$ cat src/rtl/fragment_hazard_guard_pkg.sv
// Shared constants and types for the fragment hazard guard.
package fragment_hazard_guard_pkg;

  // Cycles between a fragment's issue and its framebuffer write landing.
  localparam int PIPE_WRITE_LATENCY = 5;

  // An issued index keeps blocking until its write has landed, plus one cycle.
  localparam int DEFAULT_HAZARD_WINDOW = PIPE_WRITE_LATENCY + 1;

  typedef enum logic [1:0] {
    ST_RUN   = 2'd0,
    ST_DRAIN = 2'd1,
    ST_DONE  = 2'd2
  } state_e;

endpackage

$ cat src/rtl/fragment_hazard_guard_if.sv
// Fragment stream bundle: upstream (s_) accept side and downstream (m_) issue side.
interface fragment_hazard_guard_if #(
  parameter int FRAMEBUFFER_INDEX_WIDTH = 14,
  parameter int SCREEN_POS_WIDTH        = 16,
  parameter int SUB_PIXEL_WIDTH         = 8
);
  localparam int PIXEL_WIDTH = 4 * SUB_PIXEL_WIDTH;

  logic                               s_valid;
  logic                               s_ready;
  logic [PIXEL_WIDTH-1:0]             s_fragmentColor;
  logic [31:0]                        s_depth;
  logic [FRAMEBUFFER_INDEX_WIDTH-1:0] s_index;
  logic [SCREEN_POS_WIDTH-1:0]        s_screenPosX;
  logic [SCREEN_POS_WIDTH-1:0]        s_screenPosY;

  logic                               m_valid;
  logic [PIXEL_WIDTH-1:0]             m_fragmentColor;
  logic [31:0]                        m_depth;
  logic [FRAMEBUFFER_INDEX_WIDTH-1:0] m_index;
  logic [SCREEN_POS_WIDTH-1:0]        m_screenPosX;
  logic [SCREEN_POS_WIDTH-1:0]        m_screenPosY;

  // Rasterizer feeding the guard and per-fragment pipeline consuming it.
  modport master (
    output s_valid, s_fragmentColor, s_depth, s_index, s_screenPosX, s_screenPosY,
    input  s_ready,
    input  m_valid, m_fragmentColor, m_depth, m_index, m_screenPosX, m_screenPosY
  );

  // The guard itself.
  modport slave (
    input  s_valid, s_fragmentColor, s_depth, s_index, s_screenPosX, s_screenPosY,
    output s_ready,
    output m_valid, m_fragmentColor, m_depth, m_index, m_screenPosX, m_screenPosY
  );

endinterface

$ cat src/rtl/fragment_hazard_guard_window.sv
// Sliding record of recently issued framebuffer indices with a parallel
// compare against the index currently waiting to issue.
module fragment_hazard_guard_window
  import fragment_hazard_guard_pkg::*;
#(
  parameter int INDEX_WIDTH   = 14,
  parameter int HAZARD_WINDOW = DEFAULT_HAZARD_WINDOW  // legal range 1..16
) (
  input  logic                   aclk,
  input  logic                   reset,
  input  logic                   load_valid_i,  // a fragment issues this cycle
  input  logic [INDEX_WIDTH-1:0] index_i,       // pending index: loaded and compared
  output logic                   hit_o,
  output logic                   any_valid_o
);

  logic [HAZARD_WINDOW-1:0] slot_valid_q;
  logic [INDEX_WIDTH-1:0]   slot_index_q [HAZARD_WINDOW];
  logic [HAZARD_WINDOW-1:0] slot_hit;

  // Valid bits age one slot per cycle; slot 0 records this cycle's issue.
  always_ff @(posedge aclk) begin
    if (reset) begin
      slot_valid_q <= '0;
    end else begin
      slot_valid_q[0] <= load_valid_i;
      for (int i = 1; i < HAZARD_WINDOW; i++) begin
        slot_valid_q[i] <= slot_valid_q[i-1];
      end
    end
  end

  // Index payload ages alongside; it is meaningless when its valid bit is low.
  always_ff @(posedge aclk) begin
    slot_index_q[0] <= index_i;
    for (int i = 1; i < HAZARD_WINDOW; i++) begin
      slot_index_q[i] <= slot_index_q[i-1];
    end
  end

  for (genvar gi = 0; gi < HAZARD_WINDOW; gi++) begin : g_cmp
    assign slot_hit[gi] = slot_valid_q[gi] && (slot_index_q[gi] == index_i);
  end

  assign hit_o       = |slot_hit;
  assign any_valid_o = |slot_valid_q;

endmodule

$ cat src/rtl/fragment_hazard_guard.sv
// Holds back a fragment whose framebuffer index is still being written by the
// per-fragment pipeline, issues strictly in order, and offers a drain handshake.
module fragment_hazard_guard
  import fragment_hazard_guard_pkg::*;
#(
  parameter int FRAMEBUFFER_INDEX_WIDTH = 14,
  parameter int SCREEN_POS_WIDTH        = 16,
  parameter int SUB_PIXEL_WIDTH         = 8,
  parameter int HAZARD_WINDOW           = DEFAULT_HAZARD_WINDOW,
  parameter int STALL_CNT_WIDTH         = 32
) (
  input  logic                       aclk,
  input  logic                       reset,
  fragment_hazard_guard_if.slave     frag,
  input  logic                       flushReq,
  output logic                       flushDone,
  output logic                       busy,
  output logic [STALL_CNT_WIDTH-1:0] stallCycles
);

  localparam int PIXEL_WIDTH = 4 * SUB_PIXEL_WIDTH;

  state_e state_q, state_d;

  logic                               pend_valid_q;
  logic [PIXEL_WIDTH-1:0]             pend_color_q;
  logic [31:0]                        pend_depth_q;
  logic [FRAMEBUFFER_INDEX_WIDTH-1:0] pend_index_q;
  logic [SCREEN_POS_WIDTH-1:0]        pend_pos_x_q;
  logic [SCREEN_POS_WIDTH-1:0]        pend_pos_y_q;

  logic                               m_valid_q;
  logic [PIXEL_WIDTH-1:0]             m_color_q;
  logic [31:0]                        m_depth_q;
  logic [FRAMEBUFFER_INDEX_WIDTH-1:0] m_index_q;
  logic [SCREEN_POS_WIDTH-1:0]        m_pos_x_q;
  logic [SCREEN_POS_WIDTH-1:0]        m_pos_y_q;

  logic [STALL_CNT_WIDTH-1:0] stall_q;

  logic hit;
  logic any_valid;
  logic issue;
  logic s_ready;
  logic accept;

  // Pending slot frees the same cycle it issues, so a new fragment can refill it.
  assign issue   = pend_valid_q && !hit;
  assign s_ready = (state_q == ST_RUN) && (!pend_valid_q || issue);
  assign accept  = frag.s_valid && s_ready;

  assign busy        = pend_valid_q || any_valid;
  assign flushDone   = (state_q == ST_DONE);
  assign stallCycles = stall_q;

  assign frag.s_ready         = s_ready;
  assign frag.m_valid         = m_valid_q;
  assign frag.m_fragmentColor = m_color_q;
  assign frag.m_depth         = m_depth_q;
  assign frag.m_index         = m_index_q;
  assign frag.m_screenPosX    = m_pos_x_q;
  assign frag.m_screenPosY    = m_pos_y_q;

  fragment_hazard_guard_window #(
    .INDEX_WIDTH   (FRAMEBUFFER_INDEX_WIDTH),
    .HAZARD_WINDOW (HAZARD_WINDOW)
  ) u_window (
    .aclk         (aclk),
    .reset        (reset),
    .load_valid_i (issue),
    .index_i      (pend_index_q),
    .hit_o        (hit),
    .any_valid_o  (any_valid)
  );

  // Pending occupancy: set on accept, cleared on issue unless refilled.
  always_ff @(posedge aclk) begin
    if (reset) begin
      pend_valid_q <= 1'b0;
    end else if (accept) begin
      pend_valid_q <= 1'b1;
    end else if (issue) begin
      pend_valid_q <= 1'b0;
    end
  end

  // Pending payload captured at the handshake.
  always_ff @(posedge aclk) begin
    if (accept) begin
      pend_color_q <= frag.s_fragmentColor;
      pend_depth_q <= frag.s_depth;
      pend_index_q <= frag.s_index;
      pend_pos_x_q <= frag.s_screenPosX;
      pend_pos_y_q <= frag.s_screenPosY;
    end
  end

  // Issue register: pulse valid on issue, keep the last fragment's data otherwise.
  always_ff @(posedge aclk) begin
    if (reset) begin
      m_valid_q <= 1'b0;
      m_color_q <= '0;
      m_depth_q <= '0;
      m_index_q <= '0;
      m_pos_x_q <= '0;
      m_pos_y_q <= '0;
    end else begin
      m_valid_q <= issue;
      if (issue) begin
        m_color_q <= pend_color_q;
        m_depth_q <= pend_depth_q;
        m_index_q <= pend_index_q;
        m_pos_x_q <= pend_pos_x_q;
        m_pos_y_q <= pend_pos_y_q;
      end
    end
  end

  // Count cycles a waiting fragment is held by a hazard (free-running wrap).
  always_ff @(posedge aclk) begin
    if (reset) begin
      stall_q <= '0;
    end else if (pend_valid_q && hit) begin
      stall_q <= stall_q + STALL_CNT_WIDTH'(1);
    end
  end

  // Flush FSM state register.
  always_ff @(posedge aclk) begin
    if (reset) begin
      state_q <= ST_RUN;
    end else begin
      state_q <= state_d;
    end
  end

  // Flush FSM next state: drain until nothing is pending or in flight, then pulse done.
  always_comb begin
    state_d = state_q;
    case (state_q)
      ST_RUN:   if (flushReq) state_d = ST_DRAIN;
      ST_DRAIN: if (!busy)    state_d = ST_DONE;
      ST_DONE:  state_d = ST_RUN;
      default:  state_d = ST_RUN;
    endcase
  end

endmodule

$ cat src/flat_wrapper.sv
// flat-port wrapper written by rule: the top's interface ports become plain ports
module fragment_hazard_guard_flat import fragment_hazard_guard_pkg::*;
#(
  parameter int FRAMEBUFFER_INDEX_WIDTH = 14,
  parameter int SCREEN_POS_WIDTH        = 16,
  parameter int SUB_PIXEL_WIDTH         = 8,
  parameter int HAZARD_WINDOW           = DEFAULT_HAZARD_WINDOW,
  parameter int STALL_CNT_WIDTH         = 32
)
  (aclk, reset, flushReq, flushDone, busy, stallCycles, frag_s_valid, frag_s_fragmentColor, frag_s_depth, frag_s_index, frag_s_screenPosX, frag_s_screenPosY, frag_s_ready, frag_m_valid, frag_m_fragmentColor, frag_m_depth, frag_m_index, frag_m_screenPosX, frag_m_screenPosY);
  fragment_hazard_guard_if #(.FRAMEBUFFER_INDEX_WIDTH(FRAMEBUFFER_INDEX_WIDTH), .SCREEN_POS_WIDTH(SCREEN_POS_WIDTH), .SUB_PIXEL_WIDTH(SUB_PIXEL_WIDTH)) frag_i ();
  input  logic aclk;
  input  logic reset;
  input  logic flushReq;
  output logic flushDone;
  output logic busy;
  output logic [STALL_CNT_WIDTH-1:0] stallCycles;
  input wire logic [$bits(frag_i.s_valid)-1:0] frag_s_valid;
  input wire logic [$bits(frag_i.s_fragmentColor)-1:0] frag_s_fragmentColor;
  input wire logic [$bits(frag_i.s_depth)-1:0] frag_s_depth;
  input wire logic [$bits(frag_i.s_index)-1:0] frag_s_index;
  input wire logic [$bits(frag_i.s_screenPosX)-1:0] frag_s_screenPosX;
  input wire logic [$bits(frag_i.s_screenPosY)-1:0] frag_s_screenPosY;
  output wire logic [$bits(frag_i.s_ready)-1:0] frag_s_ready;
  output wire logic [$bits(frag_i.m_valid)-1:0] frag_m_valid;
  output wire logic [$bits(frag_i.m_fragmentColor)-1:0] frag_m_fragmentColor;
  output wire logic [$bits(frag_i.m_depth)-1:0] frag_m_depth;
  output wire logic [$bits(frag_i.m_index)-1:0] frag_m_index;
  output wire logic [$bits(frag_i.m_screenPosX)-1:0] frag_m_screenPosX;
  output wire logic [$bits(frag_i.m_screenPosY)-1:0] frag_m_screenPosY;
  assign frag_i.s_valid = frag_s_valid;
  assign frag_i.s_fragmentColor = frag_s_fragmentColor;
  assign frag_i.s_depth = frag_s_depth;
  assign frag_i.s_index = frag_s_index;
  assign frag_i.s_screenPosX = frag_s_screenPosX;
  assign frag_i.s_screenPosY = frag_s_screenPosY;
  assign frag_s_ready = frag_i.s_ready;
  assign frag_m_valid = frag_i.m_valid;
  assign frag_m_fragmentColor = frag_i.m_fragmentColor;
  assign frag_m_depth = frag_i.m_depth;
  assign frag_m_index = frag_i.m_index;
  assign frag_m_screenPosX = frag_i.m_screenPosX;
  assign frag_m_screenPosY = frag_i.m_screenPosY;
  fragment_hazard_guard #(.FRAMEBUFFER_INDEX_WIDTH(FRAMEBUFFER_INDEX_WIDTH), .SCREEN_POS_WIDTH(SCREEN_POS_WIDTH), .SUB_PIXEL_WIDTH(SUB_PIXEL_WIDTH), .HAZARD_WINDOW(HAZARD_WINDOW), .STALL_CNT_WIDTH(STALL_CNT_WIDTH)) u_core (.aclk(aclk), .reset(reset), .frag(frag_i), .flushReq(flushReq), .flushDone(flushDone), .busy(busy), .stallCycles(stallCycles));
endmodule
$ cat config.mk
export PLATFORM = sky130hd
export DESIGN_NAME = fragment_hazard_guard_flat
export DESIGN_NICKNAME = d
export VERILOG_FILES = /design/src/rtl/fragment_hazard_guard_pkg.sv /design/src/rtl/fragment_hazard_guard_if.sv /design/src/rtl/fragment_hazard_guard_window.sv /design/src/rtl/fragment_hazard_guard.sv /design/src/flat_wrapper.sv
export SDC_FILE = /design/constraint.sdc
export NUM_CORES = 1
export LEC_CHECK = 0
export CAP_MARGIN = 30
export CELL_PAD_IN_SITES_DETAIL_PLACEMENT = 1
export CELL_PAD_IN_SITES_GLOBAL_PLACEMENT = 1
export CORE_ASPECT_RATIO = 0.8
export CORE_UTILIZATION = 45
export CTS_BUF_LIST = sky130_fd_sc_hd__clkbuf_2
export CTS_CLUSTER_SIZE = 30
export DETAILED_ROUTE_END_ITERATION = 6
export PLACE_DENSITY_LB_ADDON = 0.1
export REMOVE_ABC_BUFFERS = 1
export SLEW_MARGIN = 5
export SYNTH_ARGS = -nofsm -noshare
export SYNTH_HDL_FRONTEND = slang
export SYNTH_SLANG_ARGS = --single-unit
$ cat constraint.sdc
create_clock -name aclk -period 12.3 [get_ports aclk]
set_input_delay 3.075 -clock aclk [delete_from_list [all_inputs] [get_ports aclk]]
set_output_delay 3.075 -clock aclk [all_outputs]
set_load 0.01 [all_outputs]
==> qor.tcl <==
set qor(seqPwrFrac_pct) 56.7
set qor(timing.setup.critical_path_class) {reg -> out}
set qor(grt_pass1_vias) 10864
set qor(r2r.worst_path.cells) 11
set qor(cts.reportedPaths.clkPinSlew_ns) 0.11
set qor(hold_violations) 0
set qor(tritoncts_num_sinks) 345
set qor(mean_instance_size_in_the_synthesized_netlist_um2) 11.6
set qor(powerDensity_mw_per_mm2) 138
set qor(rr_startpoint) {u_core.pend_index_q[5]$_DFFE_PP_}
set qor(i_o_pin_count) 260
set qor(post_route_cells_drive_above_1_share_pct) 13.7
set qor(setup-violations-final) 0
set qor(crit_path_start_kind) {register}
set qor(worst-r2r-setup-slack_ns) 7.94
set qor(postRouteWirelength_mm) 41.4
set qor(floorplan.die_area_mm2) 0.0303
set qor(maxCapViolations) 0
set qor(worstHoldEndpoint) {u_core.u_window.slot_index_q[3][6]$_DFF_P_}
set qor(p_switching_uw) 632
set qor(route.detailed.drc) 0
set qor(hold_path_class) {reg -> reg}
set qor(slew_headroom_pct) 34.4
set qor(unrepaired_setup_endpoints_after_global_routing) {false}
set qor(clock_tree_from_tritoncts) {done}
set qor(synth.largest_area_cell) {sky130_fd_sc_hd__dfxtp_1}
set qor(yosys-top-cells-count) {235 x sky130_fd_sc_hd__dfxtp_1, 160 x sky130_fd_sc_hd__nand4_1, 131 x sky130_fd_sc_hd__a21oi_1}
set qor(fin_nets) 1499
set qor(ir_worst_vdd_mv) 0.0903
set qor(synthDistinctLibCells) 42
set qor(fin_worst_hold_slack_ns) 0.350
set qor(viasPerCell) 5.84
set qor(tightestPinTransition_ns) 0.984
set qor(place.gp.congestion) 0.833
set qor(crit_start) {u_core.pend_index_q[5]$_DFFE_PP_}
set qor(part_of_the_power_in_the_clock_network_pct) 33.3
set qor(synth-seq-cells) 345
set qor(share_of_total_power_consumed_by_net_switching_pct) 27.4
set qor(finalMaxSlewViolations) 0
set qor(ys_dominant_reg_cell) {sky130_fd_sc_hd__dfxtp_1}
set qor(cts_setup_buffers) 0
set qor(dieWidth_um) 194
set qor(hold_path_depth) 0
set qor(groute.usage.overall_pct) 26.7
set qor(die_height_um) 156
set qor(crit_required_ns) 9.22
set qor(run_status) {completed}
set qor(core.rowCount) 55
set qor(netlist_area_pre_place_mm2) 0.0133
set qor(clock_tree.root_cell) {sky130_fd_sc_hd__clkbuf_2}
set qor(clockBufferDepth) 3
set qor(initial_core_util_pct) 46.5
set qor(core_area_mm2) 0.0287
set qor(top_post_synthesis_cells_by_area) {sky130_fd_sc_hd__dfxtp_1 35%, sky130_fd_sc_hd__edfxtp_1 25%, sky130_fd_sc_hd__nand4_1 7.5%, sky130_fd_sc_hd__o41ai_1 7.2%, sky130_fd_sc_hd__xnor2_1 5.5%}
set qor(detail-route-antenna-nets) 0
set qor(post_cts_hold_buffer_count) 0
set qor(grt_max_degree) 101
set qor(ff_to_ff_end) {u_core.pend_depth_q[2]$_DFFE_PP_}
set qor(fin_skew_ns) 0.0746
set qor(timing.final.crit_period_ns) 7.22
set qor(portBuffers) 259
set qor(crit_arrival_ns) 4.15
set qor(dpl.hpwl_mm) 25.7
set qor(register_area_share_after_synthesis_pct) 60.0
set qor(critical_path.max_fanout) 75
set qor(grt-ovfl-total) 0
set qor(grt_pass1_wl_mm) 62.8
set qor(fin_tns_setup_ns) 0
set qor(tritoncts.num_buffers) 83
set qor(avgRoutedWirePerCell_um) 22.7
set qor(drtIter0Drc) 582
set qor(netlist.area_leader.share_pct) 35.3
set qor(yosys.cell_count.top_type) {sky130_fd_sc_hd__dfxtp_1}
set qor(post-route-period-util_pct) 58.7
set qor(ctsHtreeMaxLevel) 3
set qor(drt-pass1-iter-count) 5
set qor(hold_path_startpoint) {u_core.u_window.slot_index_q[2][6]$_DFF_P_}
set qor(critical_path.endpoint_type) {primary output}
set qor(async_reset_ff_share_pct) 0
set qor(cts-resized-gates) 0
set qor(grt_antenna_before_repair) 7
set qor(area_growth_syn_to_layout_pct) 25.5
set qor(synth_edf_count) 110
set qor(cell_internal_pwr_mw) 1.67
set qor(part_of_the_total_power_dissipated_in_combinational_logic_pct) 10.0
set qor(netlist_instances) 1152
set qor(leakage_nw) 5.61
set qor(clkLatencyLatePin_ns) 0.93
set qor(dr_total_vias) 10656
set qor(fmax_mhz) 138
set qor(synthesis.yosys.warnings) 0
## registers in the layout, summed over array words and instances, names as in the netlist
register,cells
u_core.u_window.slot_index_q,84
u_core.frag.m_depth,32
u_core.frag.m_fragmentColor,32
u_core.pend_color_q,32
u_core.pend_depth_q,32
u_core.stallCycles,32
u_core.frag.m_screenPosX,16
u_core.frag.m_screenPosY,16
u_core.pend_pos_x_q,16
u_core.pend_pos_y_q,16
u_core.frag.m_index,14
u_core.pend_index_q,14
u_core.u_window.slot_valid_q,6
u_core.state_q,2
u_core.pend_valid_q,1
## critical path: stages (launching register included)
cell and delay, ns:
sky130_fd_sc_hd__edfxtp_1 0.64, sky130_fd_sc_hd__xnor2_1 0.25, sky130_fd_sc_hd__nand4_1 0.14, sky130_fd_sc_hd__nor4_2 0.08, sky130_fd_sc_hd__nor4_4 0.26, sky130_fd_sc_hd__buf_4 0.70, sky130_fd_sc_hd__a21oi_1 0.16, sky130_fd_sc_hd__buf_4 0.22
sky130_fd_sc_hd__nor3_1 0.14, sky130_fd_sc_hd__clkdlybuf4s50_1 0.56
## per-layer routing
| metal | share of wire (%) | global-route usage (%) |
|---|---|---|
| met4 | 3.0 | 11.5 |
| met5 | 0 | 0 |
| met1 | 44 | 35.3 |
| met2 | 47 | 42.1 |
| met3 | 6.1 | 6.18 |
## worst max-delay path by stage
| stage | slack (ns) | depth (start not counted) | endpoint |
|---|---|---|---|
| after detailed placement | 6.03 | 9 | frag_s_ready |
| after CTS | 4.98 | 9 | frag_s_ready |
| after global placement | 6.10 | 9 | frag_s_ready |
| after floorplan | 1.78 | 6 | u_core.pend_color_q[0]$_DFFE_PP_ |
| final | 5.08 | 9 | frag_s_ready |
| after global routing | 4.81 | 9 | frag_s_ready |
## logic make-up (layout without fill, tap and decap cells)
| group | after synthesis | count (layout) | share of synthesized area, % |
|---|---|---|---|
| fa+ha+maj | 1 | 1 | 0.0938 |
| other cells | 0 | 7 | 0 |
| simple gates | 306 | 306 | 13.7 |
| compound gates | 254 | 254 | 13.1 |
| flops | 345 | 345 | 60.0 |
| xor+xnor | 84 | 84 | 5.52 |
| mux | 31 | 31 | 2.61 |
| buf+inv | 131 | 428 | 4.99 |
## stage by stage
step / cells / setup WS [ns] / util (%) / total power, mW / instance area, um2
finish: 1826 / 5.08 / 58.3 / 2.30 / 16700
global route: 1822 / 4.81 / 58.3 / 2.41 / 16700
CTS: 1817 / 4.98 / 58.1 / 2.33 / 16700
detailed placement: 1667 / 6.03 / 55.4 / 1.56 / 15900
global placement: 1666 / 6.10 / 55.3 / 1.55 / 15900
floorplan: 1024 / 1.78 / - / 1.42 / 12700
## area by class of cell
cell class | count | area, um2
antenna | 7 | 17.5
clock buffer | 132 | 661
tap | 370 | 463
fill | 3086 | 12000
clock inverter | 18 | 100
timing repair buffer | 275 | 2770
multi-input combinational | 676 | 4700
inverter | 3 | 13.8
sequential | 345 | 8010
## power groups by stage
stage | registers [mW] | clock network (mW) | logic [mW]
after detailed placement | 1.33 | 0 | 0.228
after global placement | 1.33 | 0 | 0.224
after floorplan | 1.33 | 0 | 0.0950
after CTS | 1.31 | 0.792 | 0.229
after global routing | 1.31 | 0.845 | 0.249
final | 1.30 | 0.767 | 0.231
## cell usage in the layout, fill, tap and decap left out, drive strengths merged, types with 5 or more instances in the layout
cell type and n:
clkinv 14, clkbuf 132, dfxtp 235, mux2 30, a21oi 131, nor4 8, buf 17, inv 5
nand3 29, a2111oi 5, xnor2 84, nand2 11, a211oi 5, clkdlybuf4s50 258, nand4 160, nor2b 36
nor2 36, o41ai 110, diode 7, edfxtp 110, or4 6
(Power assumes the default switching activity.)
